<file path="src/rtl/riscv_pkg.sv">
// Shared RV32 decode patterns, funct3 constants and writeback FSM state.
// Helpers classify instructions and derive load/store lane information.
package riscv_pkg;

    localparam logic [31:0] I_ALL_LOADS  = 32'b????_????_????_????_????_????_?000_0011;
    localparam logic [31:0] S_ALL_STORES = 32'b????_????_????_????_????_????_?010_0011;
    localparam logic [31:0] R_ALL        = 32'b????_????_????_????_????_????_?011_0011;

    localparam logic [2:0] F3_LB  = 3'b000;
    localparam logic [2:0] F3_LH  = 3'b001;
    localparam logic [2:0] F3_LW  = 3'b010;
    localparam logic [2:0] F3_LBU = 3'b100;
    localparam logic [2:0] F3_LHU = 3'b101;
    localparam logic [2:0] F3_SB  = 3'b000;
    localparam logic [2:0] F3_SH  = 3'b001;
    localparam logic [2:0] F3_SW  = 3'b010;

    typedef enum logic [1:0] {
        IDLE,
        REQ,
        RSP
    } mwb_state_e;

    typedef enum logic [1:0] {
        OP_NONE,
        OP_R,
        OP_LOAD,
        OP_STORE
    } op_e;

    // Loads/stores with reserved funct3 encodings decode as no-ops.
    function automatic op_e classify(logic [31:0] ins);
        op_e op;
        op = OP_NONE;
        casez (ins)
            R_ALL: op = OP_R;
            I_ALL_LOADS: begin
                if (ins[14:12] inside {F3_LB, F3_LH, F3_LW, F3_LBU, F3_LHU})
                    op = OP_LOAD;
            end
            S_ALL_STORES: begin
                if (ins[14:12] inside {F3_SB, F3_SH, F3_SW})
                    op = OP_STORE;
            end
            default: op = OP_NONE;
        endcase
        return op;
    endfunction

    function automatic logic is_aligned(logic [1:0] a, logic [2:0] f3);
        logic ok;
        unique case (f3[1:0])
            2'b00:   ok = 1'b1;
            2'b01:   ok = ~a[0];
            default: ok = (a == 2'b00);
        endcase
        return ok;
    endfunction

    function automatic logic [3:0] store_strb(logic [1:0] a, logic [2:0] f3);
        logic [3:0] s;
        unique case (f3[1:0])
            2'b00:   s = 4'b0001 << a;
            2'b01:   s = 4'b0011 << a;
            default: s = 4'b1111;
        endcase
        return s;
    endfunction

endpackage

</file>
<file path="src/rtl/memory_writeback_if.sv">
// Data-memory request/response bundle between writeback stage and memory.
// Request uses valid/ready; response is a single valid strobe with data.
interface memory_writeback_if;
    logic        req_valid;
    logic        req_ready;
    logic        we;
    logic [31:0] addr;
    logic [3:0]  wstrb;
    logic [31:0] wdata;
    logic        rsp_valid;
    logic [31:0] rdata;

    modport master (
        output req_valid, we, addr, wstrb, wdata,
        input  req_ready, rsp_valid, rdata
    );

    modport slave (
        input  req_valid, we, addr, wstrb, wdata,
        output req_ready, rsp_valid, rdata
    );
endinterface

</file>
<file path="src/rtl/memory_writeback_load_extend.sv">
// Byte-lane extraction and sign/zero extension of a loaded word.
// Purely combinational so a future cache can share it.
module load_extend
    import riscv_pkg::*;
(
    input  logic [31:0] rdata,
    input  logic [1:0]  addr,
    input  logic [2:0]  funct3,
    output logic [31:0] data
);
    logic [31:0] lane;

    assign lane = rdata >> {addr, 3'b000};

    always_comb begin
        data = lane;
        unique case (funct3)
            F3_LB:   data = {{24{lane[7]}}, lane[7:0]};
            F3_LH:   data = {{16{lane[15]}}, lane[15:0]};
            F3_LBU:  data = {24'h0, lane[7:0]};
            F3_LHU:  data = {16'h0, lane[15:0]};
            default: data = lane;
        endcase
    end
endmodule

</file>
<file path="src/rtl/memory_writeback.sv">
// Memory/writeback stage: ALU writeback, data-memory loads and stores,
// misalignment and load-response timeout reporting.
module memory_writeback
    import riscv_pkg::*;
#(
    parameter int unsigned RSP_TIMEOUT = 255
) (
    input  logic                      clk,
    input  logic                      rst_n,
    input  logic [31:0]               instr_i,
    input  logic [31:0]               alu_result_i,
    input  logic [31:0]               store_data_i,
    output logic                      stall_o,
    memory_writeback_if.master        dmem,
    output logic                      rd_we_o,
    output logic [4:0]                rd_sel_o,
    output logic [31:0]               rd_data_o,
    output logic                      misalign_o,
    output logic                      bus_err_o
);
    localparam int CW = 16;
    localparam logic [CW-1:0] LIM = CW'(RSP_TIMEOUT - 1);

    mwb_state_e  state;
    op_e         op;
    logic [4:0]  rd;
    logic [2:0]  f3;
    logic        mem;
    logic        al;
    logic [4:0]  rd_q;
    logic [2:0]  f3_q;
    logic [1:0]  lo_q;
    logic [CW-1:0] cnt;
    logic [31:0] ext;

    assign op  = classify(instr_i);
    assign rd  = instr_i[11:7];
    assign f3  = instr_i[14:12];
    assign mem = (op == OP_LOAD) || (op == OP_STORE);
    assign al  = is_aligned(alu_result_i[1:0], f3);

    assign stall_o = (state != IDLE);

    load_extend u_ext (
        .rdata  (dmem.rdata),
        .addr   (lo_q),
        .funct3 (f3_q),
        .data   (ext)
    );

    always_ff @(posedge clk or negedge rst_n) begin
        if (!rst_n) begin
            state          <= IDLE;
            dmem.req_valid <= 1'b0;
            dmem.we        <= 1'b0;
            dmem.addr      <= '0;
            dmem.wstrb     <= '0;
            dmem.wdata     <= '0;
            rd_q           <= '0;
            f3_q           <= '0;
            lo_q           <= '0;
            cnt            <= '0;
            rd_we_o        <= 1'b0;
            rd_sel_o       <= '0;
            rd_data_o      <= '0;
            misalign_o     <= 1'b0;
            bus_err_o      <= 1'b0;
        end else begin
            rd_we_o    <= 1'b0;
            misalign_o <= 1'b0;
            bus_err_o  <= 1'b0;
            unique case (state)
                IDLE: begin
                    unique case (1'b1)
                        op == OP_R: begin
                            if (rd != 5'd0) begin
                                rd_we_o   <= 1'b1;
                                rd_sel_o  <= rd;
                                rd_data_o <= alu_result_i;
                            end
                        end
                        mem && !al: misalign_o <= 1'b1;
                        mem && al: begin
                            state          <= REQ;
                            dmem.req_valid <= 1'b1;
                            dmem.we        <= (op == OP_STORE);
                            dmem.addr      <= {alu_result_i[31:2], 2'b00};
                            dmem.wstrb     <= (op == OP_STORE) ?
                                store_strb(alu_result_i[1:0], f3) : 4'h0;
                            dmem.wdata     <= (op == OP_STORE) ?
                                store_data_i << {alu_result_i[1:0], 3'b000} : 32'h0;
                            rd_q           <= rd;
                            f3_q           <= f3;
                            lo_q           <= alu_result_i[1:0];
                        end
                        default: ;
                    endcase
                end
                REQ: begin
                    if (dmem.req_ready) begin
                        dmem.req_valid <= 1'b0;
                        cnt            <= '0;
                        state          <= dmem.we ? IDLE : RSP;
                    end
                end
                RSP: begin
                    // A response in the limit cycle takes priority over timeout.
                    if (dmem.rsp_valid) begin
                        if (rd_q != 5'd0) begin
                            rd_we_o   <= 1'b1;
                            rd_sel_o  <= rd_q;
                            rd_data_o <= ext;
                        end
                        state <= IDLE;
                    end else if (RSP_TIMEOUT != 0 && cnt == LIM) begin
                        bus_err_o <= 1'b1;
                        state     <= IDLE;
                    end else if (cnt != '1) begin
                        cnt <= cnt + 1'b1;
                    end
                end
                default: state <= IDLE;
            endcase
        end
    end
endmodule

</file>
<file path="src/flat_wrapper.sv">
// flat-port wrapper written by rule: the top's interface ports become plain ports
module memory_writeback_flat import riscv_pkg::*;
#(
    parameter int unsigned RSP_TIMEOUT = 255
)
  (clk, rst_n, instr_i, alu_result_i, store_data_i, stall_o, rd_we_o, rd_sel_o, rd_data_o, misalign_o, bus_err_o, dmem_req_valid, dmem_we, dmem_addr, dmem_wstrb, dmem_wdata, dmem_req_ready, dmem_rsp_valid, dmem_rdata);
  memory_writeback_if dmem_i ();
  input  logic clk;
  input  logic rst_n;
  input  logic [31:0] instr_i;
  input  logic [31:0] alu_result_i;
  input  logic [31:0] store_data_i;
  output logic stall_o;
  output logic rd_we_o;
  output logic [4:0] rd_sel_o;
  output logic [31:0] rd_data_o;
  output logic misalign_o;
  output logic bus_err_o;
  output wire logic [$bits(dmem_i.req_valid)-1:0] dmem_req_valid;
  output wire logic [$bits(dmem_i.we)-1:0] dmem_we;
  output wire logic [$bits(dmem_i.addr)-1:0] dmem_addr;
  output wire logic [$bits(dmem_i.wstrb)-1:0] dmem_wstrb;
  output wire logic [$bits(dmem_i.wdata)-1:0] dmem_wdata;
  input wire logic [$bits(dmem_i.req_ready)-1:0] dmem_req_ready;
  input wire logic [$bits(dmem_i.rsp_valid)-1:0] dmem_rsp_valid;
  input wire logic [$bits(dmem_i.rdata)-1:0] dmem_rdata;
  assign dmem_req_valid = dmem_i.req_valid;
  assign dmem_we = dmem_i.we;
  assign dmem_addr = dmem_i.addr;
  assign dmem_wstrb = dmem_i.wstrb;
  assign dmem_wdata = dmem_i.wdata;
  assign dmem_i.req_ready = dmem_req_ready;
  assign dmem_i.rsp_valid = dmem_rsp_valid;
  assign dmem_i.rdata = dmem_rdata;
  memory_writeback #(.RSP_TIMEOUT(RSP_TIMEOUT)) u_core (.clk(clk), .rst_n(rst_n), .instr_i(instr_i), .alu_result_i(alu_result_i), .store_data_i(store_data_i), .stall_o(stall_o), .dmem(dmem_i), .rd_we_o(rd_we_o), .rd_sel_o(rd_sel_o), .rd_data_o(rd_data_o), .misalign_o(misalign_o), .bus_err_o(bus_err_o));
endmodule
</file>
<file path="config.mk">
export PLATFORM = sky130hd
export DESIGN_NAME = memory_writeback_flat
export DESIGN_NICKNAME = d
export VERILOG_FILES = /design/src/rtl/riscv_pkg.sv /design/src/rtl/memory_writeback_if.sv /design/src/rtl/memory_writeback_load_extend.sv /design/src/rtl/memory_writeback.sv /design/src/flat_wrapper.sv
export SDC_FILE = /design/constraint.sdc
export NUM_CORES = 1
export LEC_CHECK = 0
export BUFFER_PORTS_ARGS = -buffer_cell sky130_fd_sc_hd__buf_2
export CAP_MARGIN = 30
export CORE_MARGIN = 1.5
export CORE_UTILIZATION = 45
export DETAILED_ROUTE_END_ITERATION = 12
export GPL_ROUTABILITY_DRIVEN = 0
export PLACE_DENSITY = 0.75
export SYNTH_ARGS = -nofsm -noshare
export SYNTH_HDL_FRONTEND = slang
export SYNTH_SLANG_ARGS = --single-unit
</file>
<file path="constraint.sdc">
create_clock -name clk -period 3.2 [get_ports clk]
set_clock_uncertainty 0.2 [all_clocks]
set_input_delay 0 -clock clk [delete_from_list [all_inputs] [get_ports clk]]
set_output_delay 0 -clock clk [all_outputs]
set_load 0.01 [all_outputs]
</file>
==> results.yml, run 1 <==
worst_setup_path:
  crit_type: "reg -> reg"
  path_cells: "or2_2 > or3_1 > or2_4 > buf_12 > nand2_1 > o21ai_0 > dlygate4sd3_1"
  end_kind: "flip-flop"
  cp-start-kind: "flip-flop"
  worstPathRequired_ns: 3.32
  crit_slowest_cell: "dlygate4sd3_1"
  crit_buf_inv: 2
  r2r_end: "u_core.dmem.wdata[1]"
  cp_max_fo: 60
  reg2reg_depth: 7
  cpPeakStageDelay_ns: 0.57
  cp.arrival_ns: 3.13
  crit_family: "simple AND/OR/NAND/NOR gates"
  reg2reg_from: "u_core.state[0]"
  r2r_slack_ns: 0.19
clocking:
  cts_buffer_depth: 2
  cts_max_level: 4
  cts_tree: "yes"
  clk_pin_slew_ns: 0.06
  clk_latency_ns: 0.43
  numCtsBuffers: 17
  cts-root-buf: "clkbuf_16"
  clock-sinks: 136
grt:
  grt_remaining_overflow: 0
  antenna_found_initial: 0
  grt_pass1_wl_mm: 37.5
  globalRouteTotalUtil_pct: 29.9
  grt_start_max_net_pins: 61
  grt_pass1_vias: 7335
cells_and_area:
  syn2layout_area_growth_pct: 47.4
  num-nets-final: 1238
  final_cell_area_sq_um: 10200
  final_common_cell: "buf_2"
  final_cell_mix: "222 x buf_2, 209 x nand2_1, 136 x dfrtp_1"
  layout-drive-gt1-share_pct: 26.9
  antenna_cells: 0
place:
  place_area_sq_um: 8210
  dpl.hpwl_mm: 14.5
  io_buffers: 223
  dp_slack_ns: 0.404
synthesis:
  synth_ff_type: "dfrtp_1"
  async_flop_share_pct: 100
  ys_ff_latch: 136
  synth_edf_count: 0
  synth-seq-area-share_pct: 49.4
  syn_avg_cell_area_sq_um: 9.02
  syn-cell-area_sq_um: 6890
  synth.distinct_cells: 56
  synthCells: 764
  yosysWarnings: 0
detailed_routing:
  wl_per_cell_um: 18.1
  drt_pass1_iterations: 6
  viasPerCell: 5.65
  ant_nets: 0
  drc_errors: 0
  drt_iter0_drc: 544
  routed_wl_mm: 23.6
  vias: 7370
floorplanning:
  die_area_sq_um: 16100
  rows: 45
  dieHeight_um: 127
  die_x_um: 127
  core_area_sq_um: 15100
  io_pins: 243
  initial_utilization_pct: 45.6
power_and_ir_drop:
  ir_drop_mv: 0.420
  total_leakage_power_nw: 5.17
  power_density_nw_per_um2: 477
worst_hold_path:
  whs_endpoint: "u_core.rd_data_o[7]"
  min-delay-start: "dmem_rdata[15]"
  min_path_cells: 5
  worstHoldPathType: "in -> reg"
timing:
  min_period_over_period_pct: 94.0
  final-setup-viol-count: 0
  finalHoldViolCount: 0
  rsz0062_at_grt: "false"
  fin_ws_ns: 0.192
  worst_pin_slew_ns: 0.785
  fmax_mhz: 332
  setup_tns_ns: 0
  fin_crit_ns: 3.01
  relSlewSlack_pct: 47.3
  maxSlewViolCount: 0
job:
  maxCapViolCount: 0
run_status:
  outcome: "finished clean"
==> report_power, final <==
group | internal (mW) | switching (mW)
Combinational | 0.428 | 0.475
Sequential | 1.87 | 0.101
Clock | 1.17 | 0.803
Total | 3.46 | 1.38
==> sequential cells by signal, indices dropped and copies added (netlist names), 2 cells and up <==
name,flops
u_core.f3_q,3
u_core.lo_q,2
u_core.state,2
u_core.rd_q,5
u_core.dmem.wstrb,4
u_core.rd_data_o,32
u_core.dmem.addr,30
u_core.cnt,16
u_core.dmem.wdata,32
u_core.rd_sel_o,5
==> worst max-delay path by stage <==
stage | from | end | slack (ns) | cells past startpoint
after detailed placement | u_core.state[0] | u_core.rd_data_o[15] | 0.40 | 7
after global routing | u_core.state[0] | u_core.dmem.wdata[1] | 0.1 | 7
after floorplan | u_core.state[0] | u_core.rd_data_o[10] | 0.72 | 7
after global placement | u_core.state[0] | u_core.rd_data_o[6] | 0.45 | 7
after CTS | u_core.state[0] | u_core.dmem.wdata[1] | 0.04 | 7
final | u_core.state[0] | u_core.dmem.wdata[1] | 0.19 | 7
==> timing repair <==
item                       4_1_cts  5_1_grt
hold endpoints to repair       269        0
resized for setup                0        1
hold buffers                   134        0
setup endpoints to repair        0        1
setup buffers                    0        0
==> metrics by stage <==
stage	power (mW)	instances	hold WS [ns]	util, %
final	4.84	1304	0.0257	67.3
after global routing	5.03	1304	0.115	67.3
after CTS	4.83	1304	0.0372	67.3
after detailed placement	2.73	1139	-0.232	54.4
after global placement	2.71	1139	-0.231	54.4
after floorplan	2.38	765	-0.496	-
==> synth_stat cells (4+ instances only) <==
| cell | count | share of area [%] |
|---|---|---|
| o211ai_1 | 13 | 1.4 |
| mux2i_1 | 24 | 3.5 |
| clkbuf_1 | 40 | 2.2 |
| inv_1 | 9 | 0.49 |
| nand2_1 | 209 | 11 |
| buf_1 | 4 | 0.22 |
| a211o_1 | 8 | 1.0 |
| nor2_1 | 51 | 2.8 |
| a32o_1 | 8 | 1.2 |
| a22oi_1 | 7 | 0.76 |
| nor3_1 | 5 | 0.36 |
| or3_1 | 9 | 0.82 |
| dfrtp_1 | 136 | 49 |
| o22ai_1 | 10 | 0.91 |
| o21ai_0 | 41 | 3.0 |
| nand4_1 | 5 | 0.45 |
| a311oi_1 | 6 | 0.76 |
| nor2b_1 | 14 | 1.3 |
| o31ai_1 | 10 | 1.1 |
| o31ai_2 | 4 | 0.73 |
| a21o_1 | 8 | 0.87 |
| or4_1 | 10 | 1.1 |
| buf_2 | 4 | 0.29 |
| a22o_1 | 17 | 2.2 |
| a21oi_1 | 24 | 1.7 |
| a31oi_1 | 15 | 1.4 |
| mux2_2 | 16 | 2.6 |
| nand3_1 | 12 | 0.87 |
==> worst min-delay path, delay by kind of cell <==
family | cells | cell delay (ns)
AOI/OAI and AO/OA | 2 | 0.30
buffers and inverters | 1 | 0.07
and+or+nand+nor | 1 | 0.10
muxes | 1 | 0.13
==> logic make-up after synthesis <==
kind of cell	count (synthesis)	share of synthesized area [%]
AND/OR/NAND/NOR	337	21.5
XOR/XNOR	1	0.127
buffers and inverters	63	3.89
other	1	0.0544
AO/OA/AOI/OAI	184	18.6
adder cells (fa/ha/maj)	2	0.363
flip-flops	136	49.4
multiplexers	40	6.10
==> metal layers <==
| metal | wire length (um) | global-route usage [%] | vias to the layer above |
|---|---|---|---|
| li1 | - | - | 3390 |
| met1 | 9590 | 36.8 | 3490 |
| met2 | 11300 | 48.4 | 384 |
| met3 | 1600 | 6.79 | 106 |
| met4 | 1200 | 17.6 | 0 |
| met5 | 0 | 0 | - |
==> final cells by class <==
| cell class | count | area (sq um) |
|---|---|---|
| fillers | 1152 | 4940 |
| flip-flops and latches | 136 | 3400 |
| multi-input cells | 566 | 3240 |
| repair buffers | 373 | 2650 |
| clock buffers | 18 | 439 |
| well taps | 188 | 235 |
| clock inverters | 13 | 146 |
| inverters | 10 | 37.5 |
Power figures use the tool's default switching activity.
==> run 2, diff against run 1 <==
CORE_UTILIZATION = 51   (was 45)
PLACE_DENSITY = 0.83   (was 0.75)
SYNTH_HIERARCHICAL = 1   (was default)
==> results.yml, run 2 <==
cells_and_area:
  final_cells: 1115
  layout-drive-gt1-share_pct: 41.2
  syn2layout_area_growth_pct: 38.3
  reg.largest.list: "u_core/dmem.wdata: 32 flops, u_core/rd_data_o: 32 flops, u_core/dmem.addr: 30 flops"
  postLayoutCoreUtil_pct: 71.9
  final_common_cell: "buf_2"
  final_cell_mix: "222 x buf_2, 136 x dfrtp_1, 94 x dlygate4sd3_1"
  antenna_cells: 0
  num-nets-final: 1056
worst_setup_path:
  r2r_slack_ns: 0.35
  worstPathRequired_ns: 3.34
  crit_type: "reg -> reg"
  cp.arrival_ns: 2.99
  reg2reg_depth: 5
  cp_max_fo: 20
  crit_start: "u_core/state[0]"
  reg2reg_from: "u_core/state[0]"
  end_kind: "flip-flop"
  cp-start-kind: "flip-flop"
  r2r_end: "u_core/dmem.wdata[26]"
place:
  dp_slack_ns: 0.683
  dpl.hpwl_mm: 13.3
  placed_cells: 989
  io_buffers: 223
detailed_routing:
  wl_per_cell_um: 19.0
  vias: 6289
  drt_pass1_iterations: 5
  ant_nets: 0
  drt_iter0_drc: 421
  drc_errors: 0
  routed_wl_mm: 21.2
  viasPerCell: 5.64
synthesis:
  async_flop_share_pct: 100
  synth-compound-area-share_pct: 9.92
  synthSimpleGateAreaFrac_pct: 11.8
  synthCells: 618
  synthMuxAreaShare_pct: 26.7
  synth.distinct_cells: 46
  synth_ff_type: "dfrtp_1"
  yosys.area_share.adder_pct: 0.349
  synth_top_area_share_pct: 47.5
  ys_ff_latch: 136
  synth_xor_xnor_area_share_pct: 0
  syn_avg_cell_area_sq_um: 11.6
  yosys-top-cells-count: "136 x dfrtp_1, 93 x mux2_2, 67 x nand2_1"
  syn-cell-area_sq_um: 7160
  netlist_top_cells_area: "dfrtp_1 48%, mux2_2 15%, mux2i_1 8.1%, mux2_4 4.0%, nand2_1 3.5%"
  yosysWarnings: 6
  synth-seq-area-share_pct: 47.5
  yosysMostFrequentCell: "dfrtp_1"
  synth_top_area_cell: "dfrtp_1"
  synth_edf_count: 0
  synth_top_family_by_area: "multiplexers"
floorplanning:
  die_area_sq_um: 14800
  io_pins: 243
  die_x_um: 122
  core_area_sq_um: 13800
  initial_utilization_pct: 52.0
  dieHeight_um: 122
  rows: 43
timing:
  final-setup-viol-count: 0
  worst_pin_slew_ns: 0.909
  finalHoldViolCount: 0
  relSlewSlack_pct: 39.2
  rsz0062_at_grt: "false"
  setup_tns_ns: 0
  fin_crit_ns: 2.85
  min_period_over_period_pct: 89.1
  fmax_mhz: 351
  fin_ws_ns: 0.350
  maxSlewViolCount: 0
  hold_ws_ns: 0.0165
grt:
  antenna_found_initial: 0
  grt_pass1_wl_mm: 33.0
  grt_pass1_vias: 6410
  globalRouteTotalUtil_pct: 29.2
  grt_start_max_net_pins: 87
  grt_remaining_overflow: 0
clocking:
  cts_buffer_depth: 2
  cts_tree: "yes"
  cts_max_level: 4
  numCtsBuffers: 17
  clk_pin_slew_ns: 0.06
  clock-sinks: 136
  clk_latency_ns: 0.41
  cts-root-buf: "clkbuf_16"
power_and_ir_drop:
  total_leakage_power_nw: 5.01
  power_density_nw_per_um2: 472
  ir_drop_mv: 0.284
run_status:
  outcome: "finished clean"
job:
  maxCapViolCount: 0
worst_hold_path:
  worstHoldPathType: "in -> async"
## run 2: metrics by stage
step	power (mW)	area [sq um]
final	4.68	9910
after global routing	4.88	9910
after CTS	4.69	9910
after detailed placement	2.74	8400
after global placement	2.71	8400
after floorplan	2.39	7170
## run 2: cells by family after synthesis
kind of cell | Yosys count
and+or+nand+nor | 164
muxes | 170
other | 1
buffers and inverters | 50
adders and majority gates | 2
DFF | 136
AOI/OAI and AO/OA | 95
## run 2: power by group
part / internal [mW] / switching, mW / leakage (nW)
clock: 1.15 / 0.707 / 0.269
sequential: 1.86 / 0.0895 / 1.86
combinational: 0.441 / 0.435 / 2.88
## run 2: critical path: stages, from the launching register on
cell,delay (ns)
dfrtp_1,0.45
nor3_1,0.27
and4bb_2,0.33
and3_1,0.71
a32o_1,0.27
dlygate4sd3_1,0.55
## run 2: worst max path at each step
stage,slack [ns],end
floorplan,1.12,u_core/cnt[12]
global placement,0.75,u_core/rd_data_o[16]
detailed placement,0.68,u_core/rd_data_o[16]
CTS,0.40,u_core/dmem.wdata[25]
global route,0.19,u_core/dmem.wdata[28]
finish,0.35,u_core/dmem.wdata[26]
## run 2: repair_timing
action | in CTS | in global routing
setup buffers | 0 | 0
endpoints found under the hold margin | 200 | 0
resized for setup | 0 | 0
hold buffers | 94 | 0
## run 2: final cells by class
type | count | area (sq um)
clock buffer | 25 | 495
clock inverter | 7 | 67.6
fill | 917 | 3870
inverter | 7 | 26.3
multi-input combinational | 433 | 3530
sequential | 136 | 3400
tap | 180 | 225
timing repair buffer | 327 | 2160
## run 2: routing by layer
layer / up-vias / part of all wire [%] / global-route usage (%)
li1: 2870 / - / -
met3: 62 / 7.6 / 7.47
met5: - / 0 / 0
met2: 343 / 49 / 49.8
met4: 0 / 3.2 / 12.6
met1: 3014 / 40 / 34.9
==> run 3, diff against run 2 <==
ABC_AREA = 1   (was default)
CORE_UTILIZATION = 36   (was 51)
PLACE_DENSITY = 0.61   (was 0.83)
==> results.yml, run 3 <==
cells_and_area:
  fill_cells: 2131
  antenna_cells: 0
  syn2layout_area_growth_pct: 39.3
  final_common_cell: "nand2_1"
  reg.largest.list: "u_core/dmem.wdata: 32 flops, u_core/rd_data_o: 32 flops, u_core/dmem.addr: 30 flops"
  final_cell_mix: "487 x nand2_1, 222 x buf_2, 136 x dfrtp_1"
  num-nets-final: 1555
  layout-drive-gt1-share_pct: 22.4
  regArea_sq_um: 3400
  multi_input_area_sq_um: 3890
floorplanning:
  io_pins: 243
  die_area_sq_um: 22900
  rows: 54
  die_x_um: 151
  dieHeight_um: 151
  initial_utilization_pct: 36.5
  core_area_sq_um: 21700
synthesis:
  synth_top_area_share_pct: 43.0
  synth_ff_type: "dfrtp_1"
  synthCells: 1106
  yosysWarnings: 6
  synth_top_area_cell: "dfrtp_1"
  ys_ff_latch: 136
  synth_edf_count: 0
  syn-cell-area_sq_um: 7920
  netlist_top_cells_area: "dfrtp_1 43%, nand2_1 23%, nand3_1 6.0%, nor2_1 3.3%, nand3_2 2.5%"
  synth.distinct_cells: 41
  yosysMostFrequentCell: "nand2_1"
  synth-seq-area-share_pct: 43.0
  yosys-top-cells-count: "488 x nand2_1, 136 x dfrtp_1, 95 x nand3_1"
  syn_avg_cell_area_sq_um: 7.16
  async_flop_share_pct: 100
timing:
  fin_ws_ns: 0.211
  rsz0062_at_grt: "false"
  fmax_mhz: 335
  worst_pin_slew_ns: 0.997
  setup_tns_ns: 0
  relSlewSlack_pct: 33.5
  fin_crit_ns: 2.99
  final-setup-viol-count: 0
  finalHoldViolCount: 0
  maxSlewViolCount: 0
  min_period_over_period_pct: 93.4
worst_setup_path:
  cp.arrival_ns: 3.08
  end_kind: "flip-flop"
  crit_type: "in -> reg"
  worstPathRequired_ns: 3.29
  cp-start-kind: "input pin"
  cp_max_fo: 100
place:
  dp_slack_ns: 0.754
  io_buffers: 223
  dpl.hpwl_mm: 17.0
detailed_routing:
  drc_errors: 0
  drt_iter0_drc: 413
  ant_nets: 0
  wl_per_cell_um: 15.2
  vias: 8424
  drt_pass1_iterations: 6
  viasPerCell: 4.91
  routed_wl_mm: 26.1
clocking:
  clock-sinks: 136
  cts_tree: "yes"
  clk_latency_ns: 0.41
  numCtsBuffers: 17
  clk_pin_slew_ns: 0.07
  cts_buffer_depth: 2
  cts_max_level: 4
  cts-root-buf: "clkbuf_16"
  post_cts_buffers: 0
grt:
  antenna_found_initial: 0
  grt_pass1_vias: 8019
  grt_remaining_overflow: 0
  grt_pass1_wl_mm: 40.7
  grt_start_max_net_pins: 101
  globalRouteTotalUtil_pct: 22.8
power_and_ir_drop:
  power_density_nw_per_um2: 550
  ir_drop_mv: 0.312
  total_leakage_power_nw: 5.88
worst_hold_path:
  worstHoldPathType: "in -> reg"
run_status:
  outcome: "finished clean"
job:
  maxCapViolCount: 0
## run 3: changes by cell type after synthesis, sizes merged, moves of 19 or more
cell / previous run / this run
nand2: 67 / 496
mux2: 112 / 0
nand3: 5 / 117
mux2i: 58 / 0
o21ai: 23 / 81
inv: 7 / 58
nor2: 23 / 72
buf: 23 / 48
a22o: 19 / 0
o211ai: 3 / 22
## run 3: worst paths after layout
path                                    endpoint  cells after the start  slack [ns]            startpoint
max                        u_core/dmem.wdata[14]                     13        0.21            instr_i[6]
min                        u_core/dmem.wdata[27]                      4        0.02       alu_result_i[1]
max reg2reg                  u_core/rd_data_o[7]                     10        0.25        u_core/lo_q[0]
min reg2reg                 u_core/dmem.addr[10]                      2        0.27  u_core/dmem.addr[10]
max in group asynchronous   u_core/dmem.wdata[1]                      3        1.85                 rst_n
min in group asynchronous   u_core/dmem.addr[23]                      2        0.09                 rst_n
## run 3: per-stage QoR
step | area, sq um | cells | hold slack [ns] | utilization (%) | power [mW]
CTS | 11000 | 1714 | 0.00215 | 50.8 | 6.12
detailed placement | 9100 | 1554 | -0.0127 | 42.0 | 3.78
global route | 11000 | 1714 | 0.0462 | 50.8 | 6.44
floorplan | 7920 | 1107 | -0.496 | - | 3.18
global placement | 9100 | 1554 | -0.0134 | 42.0 | 3.77
finish | 11000 | 1714 | 0.0236 | 50.8 | 6.06
## run 3: routing by layer
layer / vias to the layer above / wire length [um] / global-route usage, %
li1: 4176 / - / -
met1: 3886 / 11500 / 29.0
met2: 331 / 12400 / 39.3
met3: 31 / 1790 / 4.79
met4: 0 / 356 / 5.34
met5: - / 0 / 0
## run 3: area by class of cell
cell class              count  area share [%]
clock inverters            10            1.50
multi-input cells         845            35.3
clock buffers              22            4.30
repair buffers            362            22.8
inverters                  59            2.12
flip-flops and latches    136            30.9
well taps                 280            3.18
## run 3: logic make-up after synthesis
kind of cell    Yosys count  share of synthesized area (%)
other cells               1                         0.0474
buf+inv                 126                           8.05
compound gates          132                           10.2
xor+xnor                  7                          0.775
simple gates            702                           37.7
fa+ha+maj                 2                          0.316
flops                   136                           43.0
## run 3: repair_timing
| item | 4_1_cts | 5_1_grt |
|---|---|---|
| endpoints found under the setup margin | 0 | 34 |
| endpoints found under the hold margin | 214 | 0 |
| hold buffers | 128 | 0 |
| gates resized for setup | 0 | 2 |
## run 3: power breakdown
part           switching (mW)  internal [mW]  total (mW)
Sequential              0.182           2.00        2.18
Clock                   0.772           1.37        2.14
Combinational            1.02          0.720        1.74
Total                    1.97           4.09        6.06
## run 3: worst max-delay path, cell delays in order
cell and delay [ns]:
dlygate4sd3_1 0.53, buf_2 0.13, inv_1 0.05, nand2_1 0.05
nor2_1 0.07, dlygate4sd3_1 0.56, nand3_1 0.08, dlygate4sd3_1 0.59
nand2_2 0.11, nand3_4 0.27, buf_12 0.33, nand2_1 0.15
o21ai_2 0.06
